File: config.mk
export PLATFORM = sky130hd
export DESIGN_NAME = instr_prefetch_queue
export DESIGN_NICKNAME = d
export VERILOG_FILES = /design/src/rtl/instr_prefetch_queue.sv
export SDC_FILE = /design/constraint.sdc
export NUM_CORES = 1
export LEC_CHECK = 0
export CORE_MARGIN = 3
export CORE_UTILIZATION = 50
export DETAILED_ROUTE_END_ITERATION = 10
export PLACE_DENSITY = 0.86
export SLEW_MARGIN = 10
export SYNTH_ARGS = -nofsm -noshare
export SYNTH_HDL_FRONTEND = slang
export SYNTH_SLANG_ARGS = --single-unit
File: constraint.sdc
create_clock -name clk -period 2.6 [get_ports clk]
set_clock_uncertainty 0.05 [all_clocks]
set_input_delay 0.26 -clock clk [delete_from_list [all_inputs] [get_ports clk]]
set_output_delay 0.26 -clock clk [all_outputs]
set_load 0.01 [all_outputs]
File: src/rtl/instr_prefetch_queue.sv
// Instruction prefetch queue: issues one sequential I-cache read at a time and
// buffers {pc, word} pairs for the IR. A redirect flushes the queue and restarts fetch.
module instr_prefetch_queue #(
   parameter int          DEPTH      = 4,
   parameter int          ADDR_W     = 16,
   parameter int          DATA_W     = 16,
   parameter logic [3:0]  OPCODE_NOP = 4'h0
) (
   input  logic                     clk,
   input  logic                     reset_n,
   input  logic                     redirect,
   input  logic [ADDR_W-1:0]        redirect_pc,
   output logic                     i_readM,
   output logic [ADDR_W-1:0]        i_address,
   input  logic                     i_inputReady,
   input  logic [DATA_W-1:0]        i_data,
   input  logic                     take,
   output logic                     out_valid,
   output logic [DATA_W-1:0]        out_instr,
   output logic [ADDR_W-1:0]        out_pc,
   output logic [1:0]               o_dbg_state,
   output logic [$clog2(DEPTH):0]   o_dbg_count
);

   localparam int PTR_W = $clog2(DEPTH);
   localparam int CNT_W = PTR_W + 1;
   localparam logic [DATA_W-1:0] NOP_WORD = {OPCODE_NOP, {(DATA_W-4){1'b0}}};

   // Handshakes: a cache request holds i_readM/i_address until the single-cycle
   // i_inputReady pulse completes it; the head is consumed when out_valid & take.
   typedef enum logic [1:0] {
      ST_IDLE = 2'd0,
      ST_REQ  = 2'd1,
      ST_DROP = 2'd2
   } state_t;

   state_t              r_state;
   state_t              w_state_nxt;
   logic                r_readM;
   logic [ADDR_W-1:0]   r_address;
   logic [ADDR_W-1:0]   r_fetch_pc;
   logic [PTR_W-1:0]    r_rd_ptr;
   logic [PTR_W-1:0]    r_wr_ptr;
   logic [CNT_W-1:0]    r_count;
   logic [DATA_W-1:0]   r_mem_data [DEPTH];
   logic [ADDR_W-1:0]   r_mem_pc   [DEPTH];

   logic                w_readM_nxt;
   logic                w_load_addr;
   logic                w_push;
   logic                w_pop;
   logic                w_out_valid;

   assign w_out_valid = (r_count != '0);
   assign w_pop       = take & w_out_valid & ~redirect;

   always_comb begin
      w_state_nxt = r_state;
      w_readM_nxt = r_readM;
      w_load_addr = 1'b0;
      w_push      = 1'b0;
      case (r_state)
         ST_IDLE: begin
            // Only one request is ever outstanding, so a free slot now means the push cannot overflow.
            if (!redirect && (r_count < CNT_W'(DEPTH))) begin
               w_state_nxt = ST_REQ;
               w_readM_nxt = 1'b1;
               w_load_addr = 1'b1;
            end
         end
         ST_REQ: begin
            if (i_inputReady) begin
               w_push      = ~redirect;
               w_readM_nxt = 1'b0;
               w_state_nxt = ST_IDLE;
            end else if (redirect) begin
               w_state_nxt = ST_DROP;
            end
         end
         ST_DROP: begin
            if (i_inputReady) begin
               w_readM_nxt = 1'b0;
               w_state_nxt = ST_IDLE;
            end
         end
         default: begin
            w_readM_nxt = 1'b0;
            w_state_nxt = ST_IDLE;
         end
      endcase
   end

   always_ff @(posedge clk or negedge reset_n) begin
      if (!reset_n) begin
         r_state    <= ST_IDLE;
         r_readM    <= 1'b0;
         r_address  <= '0;
         r_fetch_pc <= '0;
         r_rd_ptr   <= '0;
         r_wr_ptr   <= '0;
         r_count    <= '0;
      end else begin
         r_state <= w_state_nxt;
         r_readM <= w_readM_nxt;
         if (w_load_addr) begin
            r_address <= r_fetch_pc;
         end
         if (redirect) begin
            r_fetch_pc <= redirect_pc;
            r_rd_ptr   <= '0;
            r_wr_ptr   <= '0;
            r_count    <= '0;
         end else begin
            if (w_push) begin
               r_fetch_pc <= r_fetch_pc + 1'b1;
               r_wr_ptr   <= r_wr_ptr + 1'b1;
            end
            if (w_pop) begin
               r_rd_ptr <= r_rd_ptr + 1'b1;
            end
            case ({w_push, w_pop})
               2'b10:   r_count <= r_count + 1'b1;
               2'b01:   r_count <= r_count - 1'b1;
               default: r_count <= r_count;
            endcase
         end
      end
   end

   always_ff @(posedge clk) begin
      if (w_push) begin
         r_mem_data[r_wr_ptr] <= i_data;
         r_mem_pc[r_wr_ptr]   <= r_fetch_pc;
      end
   end

   assign i_readM     = r_readM;
   assign i_address   = r_address;
   assign out_valid   = w_out_valid;
   assign out_instr   = w_out_valid ? r_mem_data[r_rd_ptr] : NOP_WORD;
   assign out_pc      = w_out_valid ? r_mem_pc[r_rd_ptr] : '0;
   assign o_dbg_state = r_state;
   assign o_dbg_count = r_count;

endmodule

# Word-level counts from Yosys, hierarchy flattened
# Memories as Yosys holds them, arrays and structs flattened.
# Cells that the tools add are included.
[totals]
register_bits = 42
ram_bits = 128
output_inout_bits = 55
n_memories = 2
[mem_list]
columns = ["memory", "words", "word_bits", "rd", "rd_ports_with_merged_regs", "wr", "line", "source"]
rows = [
  ["r_mem_data", 4, 16, 1, 0, 1, "45", "logic [DATA_W-1:0] r_mem_data [DEPTH];"],
  ["r_mem_pc", 4, 16, 1, 0, 1, "46", "logic [ADDR_W-1:0] r_mem_pc [DEPTH];"],
]
[classes]
addsub = 5
order_cmp = 1
eq_ne = 8
muxes = 24
bitwise_logic = 3
n_reduce_logical = 10
[op_table]
columns = ["op", "n"]
rows = [
  ["16-bit 2-to-1 mux", 4],
  ["16-bit by 1-bit adder with 16-bit output (second input constant)", 1],
  ["2-bit 2-to-1 mux", 8],
  ["1-bit 2-to-1 mux", 8],
  ["2-bit case mux with 3 select lines", 1],
  ["3-bit case mux with 2 select lines", 1],
  ["3-bit nonzero test", 2],
  ["2-bit by 1-bit adder with 2-bit output (second input constant)", 2],
  ["2-bit by 1-bit equality test with 1-bit output (second input constant)", 2],
  ["2-bit equality test (second input constant)", 2],
  ["2-bit != test (second input constant)", 2],
  ["2-bit nonzero test", 2],
  ["3-bit by 1-bit adder with 3-bit output (second input constant)", 1],
  ["3-bit < comparator (second input constant)", 1],
  ["3-bit 2-to-1 mux", 1],
  ["3-bit != test (second input constant)", 1],
  ["3-bit AND reduction", 1],
  ["3-bit by 1-bit subtractor with 3-bit output (second input constant)", 1],
  ["1-bit bitwise AND", 2],
  ["2-bit logical NOT", 1],
  ["2-bit by 1-bit != test with 1-bit output (second input constant)", 1],
  ["1-bit case mux with 2 select lines", 1],
  ["2-bit AND reduction", 1],
  ["2-bit OR reduction", 1],
  ["other kinds (3)", 3],
]

# Logic depth before layout (Yosys ltp)
[logic_depth]
ltp_word = 6
ltp_mapped = 10
mapped_depth_nobuf = 8

# Least setup slack after synthesis
# Ideal clock, no wire load.
[synth_timing]
path_kind = "register to register"
from = "reg r_state[1], in the netlist o_dbg_state[1]"
to = "mem r_mem_data[1][0], enable pin"
arrival_time_ns = 2.170
setup_slack_ns = -0.012
path_stages_with_launch = 7
n_path_buf = 2
synth_period_minus_slack_ns = 2.612
path_cell_list = "dfrtp_1 inv_1 ha_1 and2_1 clkbuf_1 buf_2 and3_1"
[synth_between]
elab_chain_cells = 4
[synth_lines]
columns = ["item", "line", "source"]
rows = [
  ["start, declared", "37", "state_t r_state;"],
  ["start signal, assigned", "103", "r_state <= w_state_nxt;"],
  ["2-bit by 1-bit equality test with 1-bit output", "62", "case (r_state)"],
  ["1-bit 2-to-1 mux", "62", ""],
  ["1-bit 2-to-1 mux", "131", "if (w_push) begin"],
  ["1-bit 2-to-1 mux (not written as such)", "132", "r_mem_data[r_wr_ptr] <= i_data;"],
  ["end, declared", "45", ""],
]
# No other way between the ends.

# Worst setup path after layout
[layout_timing]
from = "reg r_rd_ptr[0]"
to = "out out_instr[15]"
[layout_between]
elab_chain_cells = 2
[layout_lines]
columns = ["item", "line", "source"]
rows = [
  ["start, declared", "42", "logic [PTR_W-1:0] r_rd_ptr;"],
  ["start signal, assigned", "119", "r_rd_ptr <= r_rd_ptr + 1'b1;"],
  ["memory 4 x 16 bit", "n/a", ""],
  ["16-bit 2-to-1 mux", "140", "assign out_instr = w_out_valid ? r_mem_data[r_rd_ptr] : NOP_WORD;"],
  ["end, declared", "19", "output logic [DATA_W-1:0] out_instr,"],
]
# No other way between the ends.

==> impl_metrics.ini <==
[placed_design]
place_congestion = 0.842
placed_area_mm2 = 0.00819
io_buffers = 91
dp_hpwl_mm = 8.58
dpl.cell_count = 667

[finish]
layout_commonest_cell = edfxtp_1
syn_to_final_growth_pct = 28.1
n_antenna_cell = 0
drive_above_1_share_pct = 21.4
final_cells = 717
nets = 574
mostFrequentLayoutCells = edfxtp_1, clkdlybuf4s50_1, dfrtp_1
stdcell_area_mm2 = 0.00893

[synthesis]
yosysWarnings = 0
synth_flop_cell = edfxtp_1
synth_area_mm2 = 0.00698
synth_cell_types = 43
yosysSeqAreaShare_pct = 70.2
async_flop_share_pct = 24.7
synth_edf_count = 128
syn_inst = 408
syn-num-nets = 454
ys_seq_elements = 170
post_synth.cell_area_avg_um2 = 17.1

[worst_setup_path]
crit_arrival_ps = 2270
cp_max_fo = 8
critical_path_required_ps = 2290
reg2reg_to = o_dbg_count[2]
worstSetupPathType = reg2out
startpoint_type = flip-flop
rrSetupSlack_ps = 350
r2r_start = o_dbg_state[1]
worstRegToRegCells = 8
cp-end-kind = primary output

[clock_network]
path_clk_slew_ps = 60
insertion_delay_ps = 420
cts_root_buffer = clkbuf_16
cts_htree_levels = 4
cts_buffer_depth = 2
cts_buffers = 17
tritoncts = built
cts_sinks = 170

[detailed_routing]
firstDrtPassIters = 5
drtIter0Drc = 327
viasPerCell = 5.52
num_vias = 3961
drtAntennaViolNets = 0
drc_errors = 0
wirelength_mm = 14.0
wl_per_cell_um = 19.6

[timing]
post-route-period-util_pct = 99.4
layout_min_cycle_time_ps = 2580
slew_violations = 0
setup_viol = 0
max_freq_mhz = 387
relSlewSlack_pct = 55.3
setup-tns-final_ps = 0
hold_ws_ps = 358
worst_pin_slew_ps = 670
hold_viol_final = 0
grt_setup_unrepaired = yes

[floorplan]
die_y_um = 124
start_util_pct = 51.9
dieArea_mm2 = 0.0154
ios = 92
die_w_um = 124
num_rows = 42
coreArea_mm2 = 0.0135

[power_and_ir_drop]
ir_drop_v = 0.000569
p_leak_nw = 3.27
powerDensity_mw_per_mm2 = 1010
total_power_mw = 9.04

[global_routing]
grt_pass1_vias = 4031
grt-ovfl-total = 0
grt_antenna_before_repair = 0
grt_max_degree = 35
grt_first_pass_wirelength_mm = 21.5
grtUsageTotal_pct = 19.0

[status]
outcome = complete, no violations

[worst_hold_path]
min_path_type = in2async

[run]
cap_violations = 0
[registers in the layout, indices dropped and copies added, names as in the netlist]
name / flops
r_wr_ptr: 2
i_address: 16
o_dbg_count: 3
i_readM: 1
o_dbg_state: 2
r_rd_ptr: 2
r_fetch_pc: 16
r_mem_pc: 64
r_mem_data: 64
[worst max path at each step]
stage                endpoint  slack [ps]  depth (start not counted)      startpoint
5_1_grt         out_instr[15]         -60                          4     r_rd_ptr[0]
3_5_place_dp   o_dbg_count[2]         300                          7    i_inputReady
3_3_place_gp        out_pc[7]         390                          4     r_rd_ptr[0]
4_1_cts             out_pc[9]           6                          4     r_rd_ptr[0]
6_report        out_instr[15]          20                          4     r_rd_ptr[0]
2_1_floorplan  o_dbg_count[2]         260                         10  o_dbg_state[1]
[synthesized netlist by cell type (2+ instances only)]
| master | count | area [um2] |
|---|---|---|
| a21oi_1 | 4 | 20.0 |
| a31oi_1 | 2 | 12.5 |
| and2_1 | 34 | 213 |
| and3_1 | 5 | 31.3 |
| buf_2 | 6 | 30.0 |
| clkbuf_1 | 14 | 52.6 |
| dfrtp_1 | 42 | 1050 |
| edfxtp_1 | 128 | 3840 |
| ha_1 | 8 | 100 |
| inv_1 | 7 | 26.3 |
| mux2_2 | 17 | 191 |
| mux2i_1 | 3 | 30.0 |
| mux4_2 | 32 | 721 |
| nand2_1 | 18 | 67.6 |
| nand3_1 | 5 | 25.0 |
| nand4_1 | 6 | 37.5 |
| nor2_1 | 10 | 37.5 |
| nor2b_1 | 2 | 12.5 |
| nor3_1 | 12 | 60.1 |
| nor4_1 | 4 | 25.0 |
| o21ai_0 | 13 | 65.1 |
| o22a_1 | 2 | 17.5 |
| xnor2_1 | 8 | 70.1 |
| xor2_1 | 7 | 61.3 |
[kinds of logic after synthesis]
group,share of synthesized area (%)
XOR/XNOR,1.88
AO/OA/AOI/OAI,2.62
buffers and inverters,1.61
AND/OR/NAND/NOR,8.50
flip-flops,70.2
adder cells (fa/ha/maj),1.72
multiplexers,13.5
[worst max-delay path: stages, from the launching register on]
cell             delay [ps]
dfrtp_2                 500
buf_16                  180
mux4_2                  530
and2_1                  180
clkdlybuf4s50_1         470
[metal layers]
metal	GRT usage, %	vias up	routed length [um]
met4	7.12	0	155
li1	-	1807	-
met1	25.0	1983	5940
met2	31.2	159	7060
met5	0	-	0
met3	4.41	12	881
[stage by stage]
step	utilization (%)	setup slack, ps
floorplan	-	261
global placement	60.9	395
finish	66.4	15.7
CTS	65.3	5.77
global route	66.4	-57.7
detailed placement	60.9	299
[timing repair]
item                                    CTS  global route
endpoints found under the hold margin    28             0
hold buffers                              1             0
gates cloned                              1             1
endpoints found under the setup margin   32            21
gates resized for setup                  12             9
buffers inserted                          1            14
[final cells by class]
class                      count  area [um2]
clock buffer                  19         433
clock inverter                13         128
fill                         912        4520
inverter                       8        30.0
multi-input combinational    210        1970
sequential                   170        4900
tap                          176         220
timing repair buffer         121        1250
[power by group]
part / internal [mW] / total, mW / switching [mW]
clock network: 1.40 / 2.38 / 0.975
registers: 3.26 / 3.53 / 0.272
logic: 1.83 / 3.13 / 1.30
Power figures use the tool's default switching activity.
